--- src/rtl/cpu_pkg.sv ---
// Shared definitions for the 16-bit pipeline front end.
// Opcode/PC constants, fetch FSM states and the IF/ID bundle.
package cpu_pkg;

    localparam logic [3:0]  OPC_HLT = 4'hF;
    localparam logic [15:0] PC_INC  = 16'd2;

    typedef enum logic [1:0] {
        RUN,
        DRAIN,
        HALT
    } fetch_state_t;

    typedef struct packed {
        logic [15:0] curr_pc;
        logic [15:0] next_pc;
        logic [15:0] instr;
        logic        valid;
    } if_id_t;

endpackage

--- src/rtl/if_id_reg.sv ---
// IF/ID pipeline register: load, hold, or flush to a bubble.
// Flush takes priority over load; neither asserted means hold.
module if_id_reg
    import cpu_pkg::*;
(
    input  logic   clk,
    input  logic   rst,
    input  logic   load,
    input  logic   flush,
    input  if_id_t d,
    output if_id_t q
);

    always_ff @(posedge clk or posedge rst) begin
        if (rst) begin
            q <= '0;
        end else if (flush) begin
            q <= '0;
        end else if (load) begin
            q <= d;
        end
    end

endmodule

--- src/rtl/fetch_stage.sv ---
// Instruction fetch: PC, imem handshake, skid buffer, redirect/HLT FSM.
// Define FETCH_PERF_EN to add perf_fetched/perf_bubbles counters.
module fetch_stage
    import cpu_pkg::*;
#(
    parameter logic [15:0] RESET_PC = 16'h0000
)
(
    input  logic        clk,
    input  logic        rst,
    input  logic        stall_in,
    input  logic        redirect,
    input  logic [15:0] redirect_pc,
    output logic        imem_req,
    output logic [15:0] imem_addr,
    input  logic [15:0] imem_rdata,
    input  logic        imem_ready,
    output logic [15:0] curr_pc_fd,
    output logic [15:0] next_pc_fd,
    output logic [15:0] curr_instr_fd,
    output logic        valid_fd,
    output logic        halted
`ifdef FETCH_PERF_EN
    ,
    output logic [15:0] perf_fetched,
    output logic [15:0] perf_bubbles
`endif
);

    fetch_state_t state;
    logic [15:0]  pc;
    logic [15:0]  tgt;
    logic         buf_valid;
    logic [15:0]  buf_pc;
    logic [15:0]  buf_instr;

    logic         accept;
    logic         release_buf;
    logic         ld;
    logic         fl;
    logic [15:0]  tgt_in;
    logic [15:0]  src_pc;
    if_id_t       ifid_d;
    if_id_t       ifid_q;

    always_comb begin
        imem_req = 1'b0;
        unique case (state)
            RUN:     imem_req = !buf_valid;
            DRAIN:   imem_req = 1'b1;
            HALT:    imem_req = 1'b0;
            default: imem_req = 1'b0;
        endcase
    end

    assign imem_addr = pc;
    assign halted    = (state == HALT);
    assign tgt_in    = redirect_pc & 16'hFFFE;

    assign accept      = (state == RUN) && imem_req
                         && imem_ready && !redirect;
    assign release_buf = !redirect && !stall_in && buf_valid;

    // Accept and release are exclusive, so buf_valid picks the source.
    assign src_pc         = buf_valid ? buf_pc : pc;
    assign ifid_d.curr_pc = src_pc;
    assign ifid_d.next_pc = src_pc + PC_INC;
    assign ifid_d.instr   = buf_valid ? buf_instr : imem_rdata;
    assign ifid_d.valid   = 1'b1;

    assign ld = (accept && !stall_in) || release_buf;
    assign fl = redirect
                || (!stall_in && !buf_valid && !accept);

    if_id_reg u_if_id (
        .clk   (clk),
        .rst   (rst),
        .load  (ld),
        .flush (fl),
        .d     (ifid_d),
        .q     (ifid_q)
    );

    assign curr_pc_fd    = ifid_q.curr_pc;
    assign next_pc_fd    = ifid_q.next_pc;
    assign curr_instr_fd = ifid_q.instr;
    assign valid_fd      = ifid_q.valid;

    always_ff @(posedge clk or posedge rst) begin
        if (rst) begin
            state     <= RUN;
            pc        <= RESET_PC;
            tgt       <= RESET_PC;
            buf_valid <= 1'b0;
            buf_pc    <= '0;
            buf_instr <= '0;
        end else if (redirect) begin
            buf_valid <= 1'b0;
            // An outstanding miss must finish before the target goes out.
            if (imem_req && !imem_ready) begin
                tgt   <= tgt_in;
                state <= DRAIN;
            end else begin
                pc    <= tgt_in;
                state <= RUN;
            end
        end else if (state == DRAIN) begin
            if (imem_ready) begin
                pc    <= tgt;
                state <= RUN;
            end
        end else if (accept) begin
            if (imem_rdata[15:12] == OPC_HLT) begin
                state <= HALT;
            end else begin
                pc <= pc + PC_INC;
            end
            if (stall_in) begin
                buf_valid <= 1'b1;
                buf_pc    <= pc;
                buf_instr <= imem_rdata;
            end
        end else if (release_buf) begin
            buf_valid <= 1'b0;
        end
    end

`ifdef FETCH_PERF_EN
    always_ff @(posedge clk or posedge rst) begin
        if (rst) begin
            perf_fetched <= '0;
            perf_bubbles <= '0;
        end else begin
            if (ld && !fl && perf_fetched != 16'hFFFF) begin
                perf_fetched <= perf_fetched + 16'd1;
            end
            if (!valid_fd && state != HALT
                && perf_bubbles != 16'hFFFF) begin
                perf_bubbles <= perf_bubbles + 16'd1;
            end
        end
    end
`endif

endmodule

--- config.mk ---
export PLATFORM = sky130hd
export DESIGN_NAME = fetch_stage
export DESIGN_NICKNAME = d
export VERILOG_FILES = /design/src/rtl/cpu_pkg.sv /design/src/rtl/if_id_reg.sv /design/src/rtl/fetch_stage.sv
export SDC_FILE = /design/constraint.sdc
export NUM_CORES = 1
export LEC_CHECK = 0
export ABC_AREA = 0
export BUFFER_PORTS_ARGS = -buffer_cell sky130_fd_sc_hd__buf_2
export CAP_MARGIN = 20
export CORE_AREA = 2 2 150 152
export DETAILED_ROUTE_END_ITERATION = 10
export DIE_AREA = 0 0 152 154
export GPL_ROUTABILITY_DRIVEN = 1
export PLACE_DENSITY = 0.42
export SETUP_SLACK_MARGIN = 0.5
export SLEW_MARGIN = 10
export SYNTH_ARGS = -nofsm -noshare
export SYNTH_HDL_FRONTEND = slang
export SYNTH_SLANG_ARGS = --single-unit
--- constraint.sdc ---
create_clock -name clk -period 4.1 [get_ports clk]
set_clock_uncertainty 0.1 [all_clocks]
set_input_delay 0.82 -clock clk [delete_from_list [all_inputs] [get_ports clk]]
set_output_delay 0.82 -clock clk [all_outputs]
set_load 0.02 [all_outputs]
# Word level (Yosys, flattened, before mapping)
# Index checks and enable logic that the tools add are counted.
[word_totals]
regBits = 115
word_cells = 70
[op_classes]
muxes = 22
n_addsub = 2
bitwise = 2
n_eq_ne = 8
reduce_logical = 26
[op_table]
columns = ["operator", "count"]
rows = [
  ["16-bit two-way mux", 8],
  ["49-bit two-way mux", 2],
  ["16-bit by 2-bit adder with 16-bit output, second input constant", 2],
  ["2-bit two-way mux", 5],
  ["1-bit logical AND", 9],
  ["3-bit != test, second input constant", 3],
  ["3-bit nonzero test", 3],
  ["4-bit AND reduction", 2],
  ["1-bit two-way mux", 6],
  ["3-bit AND reduction", 2],
  ["1-bit zero test", 5],
  ["4-bit == test, second input constant", 1],
  ["2-bit != test, second input constant", 2],
  ["2-bit by 1-bit == test with 1-bit output, second input constant", 1],
  ["2-bit == test, second input constant", 1],
  ["2-bit zero test", 1],
  ["1-bit logical OR", 2],
  ["1-bit inverter", 2],
  ["1-bit one-hot mux with 2 select lines", 1],
  ["2-bit AND reduction", 1],
  ["2-bit nonzero test", 1],
]

# Logic depth before layout (Yosys ltp)
# Gate-level depths: netlist of run 1.
[logic_depth]
depth_word = 9
depth_mapped = 11
ltp_nobuf = 8

# Modules after synthesis
# Synthesis of run 1 repeated with hierarchy kept, for this count alone.
[unflattened]
hier_cells = 523
hier_area_um2 = 5790.6
[by_module_without_submodules]
columns = ["mod", "seq_area_each_um2", "instances", "area_per_inst_um2", "cells_per_inst"]
rows = [
  ["fetch_stage", 1601.5, 1, 3797.4, 364],
  ["if_id_reg", 1226.2, 1, 1993.2, 159],
]

# Worst setup path before layout of run 1
# Ideal clock, no wire load.
[synth_timing]
path_type = "reg2reg"
start = "register buf_valid"
end = "register u_if_id.q[26] (netlist name)"
stages_incl_launch_ff = 12
slack_ns = 1.770
t_required_ns = 3.879
setup_ns = 0.121
synth_period_minus_slack_ns = 2.330
t_arrival_ns = 2.109
path_buffers = 3
cell_sequence = "dfrtp_1 > buf_4 > buf_6 > buf_2 > mux2i_1 > inv_1 > ha_1 > nand4_2 > a22oi_2 > nand2_1 > xor2_1 > a22o_1"
[synth_via]
elab_chain_len = 9
word_cells_on_any_way = 17
cone_classes = "1 x add/sub; 4 x mux; 12 x reduce/logical"
[synth_rtl]
columns = ["element", "line_no", "text"]
rows = [
  ["start: declaration", "fetch_stage.sv:33", "logic buf_valid;"],
  ["start signal: assignment", "fetch_stage.sv:94", "buf_valid <= 1'b0;"],
  ["start signal: assignment", "fetch_stage.sv:98", "buf_valid <= 1'b0;"],
  ["start signal: assignment", "fetch_stage.sv:119", "buf_valid <= 1'b1;"],
  ["branches (longest 9 deep; another with 16-bit by 2-bit adder with 16-bit output)", "--", ""],
  ["end signal: assignment", "if_id_reg.sv:16", "q <= '0;"],
  ["end signal: assignment", "if_id_reg.sv:18", "q <= '0;"],
  ["end signal: assignment", "if_id_reg.sv:20", "q <= d;"],
  ["end: declaration", "if_id_reg.sv:11", "output if_id_t q"],
]
# Parallel ways; which one is timed is not known. The select of a mux whose other input is x is not followed.
# A chain may end at the register's enable or synchronous reset.

# Worst setup path in the final report of run 1
[layout_timing]
start = "register buf_valid"
end = "output imem_req"
[layout_via]
elab_chain_len = 2
[layout_rtl]
columns = ["element", "line_no", "text"]
rows = [
  ["1-bit zero test", "fetch_stage.sv:49", "RUN: imem_req = !buf_valid;"],
  ["1-bit one-hot mux with 2 select lines", "fetch_stage.sv:48", "unique case (state)"],
  ["end: declaration", "fetch_stage.sv:14", "output logic imem_req,"],
]
# No other way between the ends.

==> results of run 1 <==
==> registers in the layout, summed over array words and instances, names as in the netlist <==
| signal | flops |
|---|---|
| state | 2 |
| buf_pc | 15 |
| imem_addr | 15 |
| buf_instr | 16 |
| buf_valid | 1 |
| u_if_id.q | 47 |
| tgt | 15 |
==> final cells by class <==
| type | instances | share of cell area (%) |
|---|---|---|
| clock inverter | 4 | 0.582 |
| clock buffer | 12 | 3.82 |
| timing repair buffer | 110 | 9.34 |
| sequential | 111 | 43.1 |
| tap | 280 | 5.43 |
| inverter | 12 | 0.756 |
| antenna | 1 | 0.0388 |
| multi-input combinational | 355 | 37.0 |
==> Yosys cell counts, drive strengths merged <==
cell type,count,area [um2]
mux2i,31,310
nor3,4,30.0
a22o,4,35.0
a311oi,1,8.76
o22a,2,17.5
a21oi,22,110
o41a,1,11.3
or4,1,11.3
a221oi,2,17.5
nand3b,6,45.0
nor4,2,27.5
clkbuf,14,52.6
conb,1,3.75
a32o,1,10.0
a31oi,5,31.3
o31a,1,8.76
nor3b,4,35.0
and2,1,6.26
xnor2,9,78.8
o22ai,3,18.8
a211oi,4,40.0
nand2b,2,12.5
nand3,11,70.1
dfrtp,111,2780
a22oi,1,12.5
or2,1,6.26
buf,20,121
and3,3,18.8
a211o,1,8.76
o32ai,1,8.76
o21ai,72,364
nand2,79,297
ha,2,25.0
o21a,2,15.0
mux2,43,484
nand4b,3,26.3
nor2,11,41.3
or3,3,18.8
nand4,4,31.3
inv,12,45.0
and4,1,8.76
xor2,3,26.3
nor2b,4,25.0
a41oi,1,8.76
==> placed cells by master, fill, tap and decap left out, drive strengths merged, types with 3 or more instances in the layout <==
| master | instances |
|---|---|
| a21oi | 22 |
| nor3b | 4 |
| nand3b | 6 |
| inv | 13 |
| conb | 3 |
| nand4 | 4 |
| o21ai | 72 |
| nand3 | 11 |
| xor2 | 3 |
| xnor2 | 9 |
| mux2 | 43 |
| a31oi | 5 |
| nor2b | 4 |
| dfrtp | 111 |
| a211oi | 4 |
| nand2 | 79 |
| clkbuf | 12 |
| and3 | 3 |
| o22ai | 3 |
| nor3 | 4 |
| nand4b | 3 |
| nor2 | 11 |
| mux2i | 31 |
| or3 | 3 |
| a22o | 4 |
| buf | 110 |
==> cell families (layout without fill, tap and decap cells) <==
logic type | Yosys count | after routing | synth area share, %
buffers and inverters | 46 | 138 | 4.08
XOR/XNOR | 12 | 12 | 1.96
AND/OR/NAND/NOR | 140 | 140 | 13.3
flip-flops | 111 | 111 | 51.8
multiplexers | 74 | 74 | 14.8
adder cells (fa/ha/maj) | 2 | 2 | 0.467
other | 1 | 4 | 0.0699
AO/OA/AOI/OAI | 124 | 124 | 13.6
==> power by group through the flow <==
stage                     Clock [mW]  Combinational [mW]  Sequential, mW
after floorplan                    0               0.404            1.49
after global placement             0               0.631            1.47
after detailed placement           0               0.642            1.48
after CTS                      0.901               0.643            1.46
after global routing           0.948               0.703            1.49
final                          0.868               0.633            1.46
==> path summary, 6_finish.rpt <==
path	endpoint	slack (ns)	depth (start not counted)
min reg2reg	u_if_id.q[0]	0.37	2
max reg2reg	u_if_id.q[26]	1.43	8
min	buf_instr[12]	0.29	2
min in group clk	u_if_id.q[0]	0.37	2
max	imem_req	1.22	4
max in group asynchronous	buf_pc[4]	2.80	4
==> layer usage <==
metal | routed length (um) | track usage [%] | vias to the layer above
met1 | 7080 | 18.2 | 2003
met3 | 734 | 3.16 | 12
li1 | - | - | 1977
met4 | 176 | 3.74 | 0
met2 | 6290 | 18.2 | 103
met5 | 0 | 0 | -
==> reports/metrics.csv, run 1 <==
stage;metric;value;unit
cts;cts_buffer_depth;2;
sta;worst_pin_slew;0.946;ns
sta;setup_tns;0;ns
final_layout;fin_util;29.8;%
power;peakVddDrop;241;uV
cts;cts.sinks;111;
grt;grtUsageTotal;12.5;%
worst_setup_path;critical_path_peak_fanout;28;
grt;grt_max_degree;53;
worst_setup_path;cpMostUsedCell;inv_1;
place;routabilityCongestion;0.713;
final_layout;fill_cells;2255;
sta;finalHoldViolations;0;
power;p_sw_share;32.8;%
final_layout;ff_latch_area;2780;um2
min_path;hold_path_class;primary input to asynchronous set/reset pin;
cts;clk_pin_slew_worst_paths;0.07;ns
worst_setup_path;cp-start-kind;flop;
final_layout;final_net_count;638;
floorplan;dieArea;23400;um2
synthesis;synth-seq-cells;111;
sta;holdWs;0.293;ns
place;dp.cells;867;
floorplan;io_pins;104;
floorplan;start_util;24.7;%
worst_setup_path;worstSetupPathType;flop to output pin;
sta;finalCritPeriodShare;70.2;%
cts;cts_buffers;9;
grt;grt_pass1_wl;23.2;mm
worst_setup_path;critPathMaxStageDelay;0.77;ns
worst_setup_path;crit_chain;inv_1, o21ai_1, inv_1, buf_2;
route;wl;14.3;mm
power;internal_power;1.99;mW
floorplan;fp-row-count;54;
sta;slew_viol_final;0;
place;pre_cts_slack;1.39;ns
cts;postCtsSetupRepairBufs;0;
cts;cts_tree;done;
worst_setup_path;cp-end-kind;output pin;
floorplan;core_area;21700;um2
cts;insertion_delay;0.36;ns
power;p_sw;0.970;mW
route;antenna_left;0;
cts;cts-resized-gates;0;
final_layout;area_growth;20.4;%
job;drv_cap;0;
worst_setup_path;path_delay_family;flip-flops;
route;viasPerCell;4.63;
route;initialDrtViolationCount;343;
power;pwr-share-clk;29.3;%
outcome;status;complete, no violations;
power;p_leak;2.87;nW
place;dpl_cell_area;6150;um2
worst_setup_path;r2r_start;buf_valid;
power;combPwrFrac;21.4;%
route;drcViolationCount;0;
grt;globalRouteOverflowTotal;0;
power;seqPwrFrac;49.3;%
place;dp.final_hpwl;10.1;mm
sta;period_needed;2.88;ns
worst_setup_path;startpoint;buf_valid;
worst_setup_path;critPathBufInv;3;
synthesis;syn_area;5360;um2
worst_setup_path;slowest_stage;dfrtp_2;
power;total_power;2.96;mW
place;portBuffers;99;
cts;post_cts_hold_buffer_count;0;
sta;fmax;347;MHz
synthesis;ys_types;56;
synthesis;seq_area_frac_synth;51.8;%
cts;htreeDepth;3;
floorplan;die_w;152;um
cts;root_buffer;clkbuf_16;
final_layout;stdcell_count;885;
worst_setup_path;cp_data_required_time;3.18;ns
grt;grt_pass1_vias;4000;
final_layout;post-route-cell-area;6450;um2
synthesis;ys_warn_count;0;
floorplan;fp.dieH;154;um
route;first_pass_iters;4;
sta;maxSlewHeadroom;36.9;%
final_layout;drive_above_1_share;30.1;%
sta;finalSetupViolations;0;
final_layout;multi_input_area;2390;um2
route;num_vias;4095;
sta;rsz0062_at_grt;false;
power;cellPowerDensity;459;nW/um2
synthesis;syn-instance-count;510;
route;wl_per_cell;16.1;um
synthesis;syn_area_per_cell;10.5;um2
grt;antenna_found_initial;1;
worst_setup_path;arrival;1.96;ns
sta;fin_ws;1.22;ns
No activity file was read; power rests on OpenSTA's default activity.
==> inputs of run 2 (changes only) <==
--- a/config.mk
+++ b/config.mk
@@ -12,7 +12,7 @@
 export DETAILED_ROUTE_END_ITERATION = 10
 export DIE_AREA = 0 0 152 154
 export GPL_ROUTABILITY_DRIVEN = 1
-export PLACE_DENSITY = 0.42
+export PLACE_DENSITY = 0.43
 export SETUP_SLACK_MARGIN = 0.5
 export SLEW_MARGIN = 10
 export SYNTH_ARGS = -nofsm -noshare
==> constraint.sdc (replaced) <==
create_clock -name clk -period 2.5 [get_ports clk]
set_clock_uncertainty 0.1 [all_clocks]
set_input_delay 0.5 -clock clk [delete_from_list [all_inputs] [get_ports clk]]
set_output_delay 0.5 -clock clk [all_outputs]
set_load 0.02 [all_outputs]
==> reports/metrics.csv, run 2 (same netlist as run 1, synthesis figures left out) <==
stage;metric;value;unit;change
route;wl;15.1;mm;+5.7%
worst_setup_path;critPathMaxStageDelay;0.45;ns;-0.32 ns
power;combPwrFrac;23.3;%;+1.9 points
final_layout;fin_util;31.2;%;+1.5 points
place;portBuffers;99;;unchanged
job;drv_cap;0;;unchanged
worst_setup_path;cpMostUsedCell;nand4b_1;;
sta;period_needed;2.05;ns;
worst_setup_path;cp-start-kind;flop;;
cts;cts_tree;done;;
floorplan;dieArea;23400;um2;unchanged
min_path;hold_depth;2;;
cts;cts_buffer_depth;2;;unchanged
place;dp.final_hpwl;10.4;mm;+2.2%
worst_setup_path;worstSetupPathType;flop to flop;;
worst_setup_path;crit_chain;buf_4, buf_12, nand4b_1, a211oi_4, nand4b_1, xnor2_1, o21ai_1;;
cts;clk_pin_slew_worst_paths;0.07;ns;about the same
final_layout;largest-register;u_if_id.q;;
route;first_pass_iters;4;;unchanged
final_layout;mostFrequentLayoutCell;dfrtp_1;;
grt;globalRouteOverflowTotal;0;;unchanged
sta;fmax;488;MHz;
cts;root_buffer;clkbuf_16;;
sta;finalHoldViolations;0;;unchanged
floorplan;fp.dieH;154;um;unchanged
power;pwr-share-clk;28.9;%;-0.4 points
sta;maxSlewHeadroom;59.8;%;+23 points
grt;antenna_found_initial;1;;unchanged
worst_setup_path;cp-end-kind;flop;;
sta;slew_viol_final;0;;unchanged
floorplan;io_pins;104;;unchanged
power;internal_power;3.42;mW;+72%
worst_setup_path;rrSetupSlack;0.45;ns;-0.98 ns
grt;grtUsageTotal;12.6;%;+0.086 points
power;p_sw;1.59;mW;+64%
power;peakVddDrop;348;uV;+45%
route;drcViolationCount;0;;unchanged
cts;htreeDepth;3;;unchanged
min_path;hold_path_class;primary input to flop;;
final_layout;area_growth;26.4;%;
cts;cts_buffers;9;;unchanged
floorplan;core_area;21700;um2;unchanged
sta;worst_pin_slew;0.600;ns;-0.345 ns
final_layout;final_net_count;665;;+4.2%
worst_setup_path;cp_data_required_time;2.65;ns;-0.53 ns
final_layout;drive_above_1_share;35.2;%;+5.1 points
final_layout;top_regs;u_if_id.q: 47 flops, buf_instr: 16 flops;;
worst_setup_path;arrival;2.19;ns;+0.23 ns
grt;grt_pass1_wl;23.4;mm;+0.59%
power;p_leak;3.02;nW;+5.1%
cts;insertion_delay;0.36;ns;about the same
grt;grt_max_degree;48;;-9.4%
final_layout;largest_reg_flops;47;;unchanged
sta;finalSetupViolations;0;;unchanged
place;routabilityCongestion;0.766;;+7.3%
worst_setup_path;critical_path_peak_fanout;14;;-50%
worst_setup_path;r2r_end;u_if_id.q[32];;
floorplan;fp-row-count;54;;unchanged
floorplan;die_w;152;um;unchanged
power;seqPwrFrac;47.8;%;-1.5 points
cts;cts.sinks;111;;unchanged
route;viasPerCell;4.61;;-0.31%
floorplan;start_util;24.7;%;unchanged
route;initialDrtViolationCount;176;;-49%
sta;setup_tns;0;ns;unchanged
route;wl_per_cell;16.6;um;+2.9%
power;p_sw_share;31.7;%;-1.0 points
grt;grt_pass1_vias;4165;;+4.1%
route;num_vias;4193;;+2.4%
route;antenna_left;0;;unchanged
power;cellPowerDensity;740;nW/um2;+61%
worst_setup_path;worstRegToRegCells;7;;-1
min_path;hold_end;buf_instr[10];;
min_path;worstHoldStart;imem_rdata[10];;
outcome;status;complete, no violations;;
sta;finalCritPeriodShare;81.9;%;
worst_setup_path;slowest_stage;dfrtp_2;;
worst_setup_path;r2r_start;buf_valid;;
final_layout;final_cell_mix;dfrtp_1, buf_2, nand2_1;;
sta;rsz0062_at_grt;true;;
## run 2: cell types whose count changed in the layout (fill, tap and decap cells not counted), moves of 3 or more
cell     previous run  this run
dfrtp_2             1         7
mux2i_1            31        28
dfrtp_1           110       104
mux2i_2             0         3
buf_4               9        30
## run 2: final cells by class
class / count / area, um2
inverter: 12 / 48.8
multi-input combinational: 356 / 2460
timing repair buffer: 136 / 847
clock inverter: 3 / 43.8
clock buffer: 10 / 239
antenna: 1 / 2.50
tap: 280 / 350
fill: 2279 / 14900
sequential: 111 / 2790
## run 2: layer usage
layer / global-route usage (%) / wire (um) / share of wire [%]
met2: 19.1 / 6810 / 45
met5: 0 / 0 / 0
met4: 2.89 / 70 / 0.46
met3: 3.75 / 840 / 5.6
met1: 17.6 / 7370 / 49
## run 2: how the worst max path moves through the flow
stage                     startpoint             to  slack [ns]  depth (start not counted)
after CTS                  buf_valid  u_if_id.q[26]        0.41                          9
after global placement    imem_ready  u_if_id.q[48]        0.28                          5
final                      buf_valid  u_if_id.q[32]        0.45                          7
after global routing       buf_valid  u_if_id.q[32]        0.33                          9
after floorplan            buf_valid  u_if_id.q[26]        0.27                         11
after detailed placement  imem_ready  u_if_id.q[10]        0.24                          5
## run 2: critical path, delay by kind of cell, from the launching register on
family,cells,cell delay [ns]
and+or+nand+nor,2,0.46
DFF,1,0.45
AOI/OAI and AO/OA,2,0.40
buffers and inverters,2,0.33
xor gates and xnor gates,1,0.20
## run 2: repair_timing
item | in CTS | in global routing
setup endpoints to repair | 37 | 45
endpoints found under the hold margin | 8 | 0
gates resized for setup | 8 | 16
hold buffers | 1 | 0
pin swaps | 2 | 10
cloned | 0 | 2
setup buffers | 4 | 10
## run 2: power by group through the flow
| stage | Clock (mW) | Sequential (mW) | Combinational (mW) |
|---|---|---|---|
| after CTS | 1.51 | 2.39 | 1.14 |
| final | 1.45 | 2.40 | 1.17 |
| after global routing | 1.58 | 2.44 | 1.30 |
| after global placement | 0 | 2.40 | 1.10 |
| after detailed placement | 0 | 2.42 | 1.11 |
| after floorplan | 0 | 2.44 | 0.668 |
## run 2: through the flow
stage	hold slack [ns]	setup WS [ns]	std cells	power, mW	area, um2
final	0.279	0.453	909	5.02	6780
after global routing	0.273	0.326	908	5.32	6770
after CTS	0.268	0.414	896	5.04	6620
after detailed placement	0.366	0.241	878	3.54	6260
after global placement	0.357	0.277	878	3.50	6260
after floorplan	0.350	0.274	512	3.10	5390
==> inputs of run 3 (changes only) <==
--- a/config.mk
+++ b/config.mk
@@ -5,12 +5,12 @@
 export SDC_FILE = /design/constraint.sdc
 export NUM_CORES = 1
 export LEC_CHECK = 0
-export ABC_AREA = 0
+export ABC_AREA = 1
 export BUFFER_PORTS_ARGS = -buffer_cell sky130_fd_sc_hd__buf_2
 export CAP_MARGIN = 20
-export CORE_AREA = 2 2 150 152
+export CORE_AREA = 2 2 152 154
 export DETAILED_ROUTE_END_ITERATION = 10
-export DIE_AREA = 0 0 152 154
+export DIE_AREA = 0 0 154 156
 export GPL_ROUTABILITY_DRIVEN = 1
 export PLACE_DENSITY = 0.43
 export SETUP_SLACK_MARGIN = 0.5
==> constraint.sdc (replaced) <==
create_clock -name clk -period 1.7 [get_ports clk]
set_clock_uncertainty 0.1 [all_clocks]
set_input_delay 0.34 -clock clk [delete_from_list [all_inputs] [get_ports clk]]
set_output_delay 0.34 -clock clk [all_outputs]
set_load 0.02 [all_outputs]
==> reports/metrics.csv, run 3 <==
stage;metric;value;unit;change
power;peakVddDrop;856;uV;+150%
sta;finalCritPeriodShare;105;%;+23 points
final_layout;largest_reg_flops;47;;unchanged
worst_setup_path;cp-end-kind;flop;;
sta;fin_ws;-0.0900;ns;-0.543 ns
grt;use_met2;24.7;%;+5.6 points
route;first_pass_iters;4;;unchanged
route;num_vias;5471;;+30%
cts;cts_buffer_depth;2;;unchanged
cts;cts_buffers;9;;unchanged
cts;cts.sinks;111;;unchanged
synthesis;synth_fa_ha_area_share;0.454;%;-0.013 points
worst_setup_path;arrival;1.98;ns;-0.21 ns
floorplan;fp-row-count;55;;+1.9%
synthesis;synth_commonest_cells;nand2_1, dfrtp_1, o21ai_0, inv_1, nor2_1;;
synthesis;ys_warn_count;0;;unchanged
floorplan;fp.dieH;156;um;+1.3%
sta;finalSetupViolations;70;;+70
worst_setup_path;cp_data_required_time;1.89;ns;-0.76 ns
worst_setup_path;worstSetupPathType;flop to flop;;
floorplan;dieArea;24000;um2;+2.6%
floorplan;io_pins;104;;unchanged
synthesis;synth_area_leaders;dfrtp_1, nand2_1, o21ai_0;;
sta;rsz0062_at_grt;true;;
synthesis;synth-xor-area-share;0.954;%;-1.0 points
synthesis;ys_types;34;;-39%
final_layout;area_growth;72.2;%;
cts;insertion_delay;0.36;ns;about the same
grt;grtUsageTotal;15.2;%;+2.6 points
final_layout;antennaDiodeCount;0;;-1
cts;root_buffer;clkbuf_16;;
outcome;violations;negative setup slack;;
synthesis;synth-seq-cells;111;;unchanged
sta;fmax;559;MHz;+14%
route;antenna_left;0;;unchanged
final_layout;final_cell_mix;nand2_1, buf_4, buf_6;;
final_layout;fin_util;42.4;%;+11 points
synthesis;yosysTopAreaCell;dfrtp_1;;
synthesis;synth_edf_count;0;;unchanged
job;drv_cap;0;;unchanged
grt;antenna_found_initial;0;;-1
outcome;status;finished, violations left;;
final_layout;largest-register;u_if_id.q;;
final_layout;drive_above_1_share;47.6;%;+12 points
place;pre_cts_slack;-0.112;ns;-0.353 ns
cts;clk_pin_slew_worst_paths;0.08;ns;about the same
cts;cts_tree;done;;
place;portBuffers;99;;unchanged
place;dp.final_hpwl;11.7;mm;+13%
worst_setup_path;critical_path_peak_fanout;7;;-7
worst_setup_path;crit_chain;buf_6, nor2_4, nand2_4, nand3_2, nand2_2, nor2_4, buf_12, buf_6, buf_16, nand2_1, o21ai_1;;
floorplan;core_area;22400;um2;+3.1%
grt;use_met1;21.1;%;+3.4 points
worst_setup_path;slowest_stage;dfrtp_2;;
grt;grt_pass1_wl;28.8;mm;+23%
grt;grt-busiest-layer;met2;;
worst_setup_path;path_delay_family;simple AND/OR/NAND/NOR gates;;
grt;met3_usage;2.64;%;-1.1 points
worst_setup_path;cp-start-kind;flop;;
sta;period_needed;1.79;ns;-0.257 ns
worst_setup_path;critPathMaxStageDelay;0.46;ns;about the same
floorplan;die_w;154;um;+1.3%
sta;finalHoldViolations;0;;unchanged
grt;grt_max_degree;66;;+38%
power;cellPowerDensity;1540;nW/um2;+110%
power;p_leak;4.88;nW;+62%
final_layout;mostFrequentLayoutCell;nand2_1;;
place;routabilityCongestion;0.793;;+3.6%
synthesis;synthArstFlopShare;100;%;unchanged
synthesis;yosys_most_used_dff;dfrtp_1;;
synthesis;synth_top_family_by_area;simple AND/OR/NAND/NOR gates;;
route;viasPerCell;4.45;;-3.5%
sta;setup_tns;-3.24;ns;-3.24 ns
synthesis;synth.top_cell.area_share;50.4;%;-1.4 points
synthesis;syn_area_per_cell;8.20;um2;-22%
grt;globalRouteOverflowTotal;0;;unchanged
final_layout;fill_cells;2274;;-0.22%
final_layout;top_regs;u_if_id.q: 47 flops, buf_instr: 16 flops;;
final_layout;ff_latch_area;2780;um2;about the same
floorplan;start_util;24.6;%;-0.088 points
synthesis;synth-simple-area-share;23.8;%;+11 points
route;drcViolationCount;0;;unchanged
grt;grt_pass1_vias;5393;;+29%
final_layout;final_net_count;978;;+47%
synthesis;synth.most_common_cell;nand2_1;;
synthesis;syn-instance-count;672;;+32%
synthesis;synth_compound_area_share;14.4;%;+0.86 points
sta;slew_viol_final;0;;unchanged
synthesis;seq_area_frac_synth;50.4;%;-1.4 points
route;wl;18.2;mm;+21%
route;initialDrtViolationCount;257;;+46%
synthesis;syn_area;5510;um2;+2.8%
worst_setup_path;critPathBufInv;4;;+2
final_layout;multi_input_area;2980;um2;+21%
min_path;hold_path_class;primary input to flop;;
route;wl_per_cell;14.8;um;-11%
synthesis;synthMuxAreaShare;2.86;%;-12 points
cts;htreeDepth;3;;unchanged
-- run 3: cell type report --
| class | instances | area share [%] |
|---|---|---|
| clock buffer | 10 | 2.52 |
| clock inverter | 6 | 0.725 |
| inverter | 55 | 2.39 |
| multi-input combinational | 476 | 31.5 |
| sequential | 111 | 29.3 |
| tap | 285 | 3.76 |
| timing repair buffer | 285 | 29.7 |
| timing repair inverter | 1 | 0.0791 |
-- run 3: routing by layer --
metal	share of wire [%]	wire length (um)
met5	0	0
met4	0.98	178
met1	49	8850
met2	47	8580
met3	3.3	594
-- run 3: timing repair --
action                                  4_1_cts  5_1_grt
endpoints found under the setup margin      175      175
cloned                                        8        4
hold endpoints to repair                     36        0
pin swaps                                    42       25
hold buffers                                  1        0
gates resized for setup                     319       72
setup buffers                                70       21
-- run 3: cell families (layout without fill, tap and decap cells) --
group,count (synthesis),count (layout)
compound gates,129,129
xor+xnor,6,6
fa+ha+maj,2,2
buf+inv,87,357
flops,111,111
mux,14,14
other cells,1,3
simple gates,322,322
-- run 3: metrics by stage --
stage	power, mW	cells	instance area [um2]	hold WS, ns
6_report	14.6	1229	9490	0.101
3_5_place_dp	9.46	1109	6910	0.361
3_3_place_gp	9.41	1109	6910	0.351
5_1_grt	15.6	1229	9490	0.0972
4_1_cts	14.1	1204	9030	0.0864
2_1_floorplan	7.18	674	5610	0.327
-- run 3: final timing paths --
kind                            from       endpoint  slack (ns)  cells past startpoint
min                         stall_in   u_if_id.q[0]        0.10                      2
max in group asynchronous        rst  u_if_id.q[41]        0.63                      4
min in group asynchronous        rst        tgt[12]        0.53                      4
min reg2reg                buf_pc[6]      buf_pc[6]        0.39                      2
max                        buf_valid  u_if_id.q[26]       -0.09                     11
max reg2reg                buf_valid  u_if_id.q[26]       -0.09                     11
-- run 3: power by group --
| group | switching (mW) | internal (mW) | leakage, nW | total, mW |
|---|---|---|---|---|
| combinational | 4.02 | 4.02 | 3.31 | 8.04 |
| clock | 1.06 | 1.20 | 0.154 | 2.26 |
| sequential | 0.720 | 3.54 | 1.42 | 4.26 |
| total | 5.80 | 8.76 | 4.88 | 14.6 |
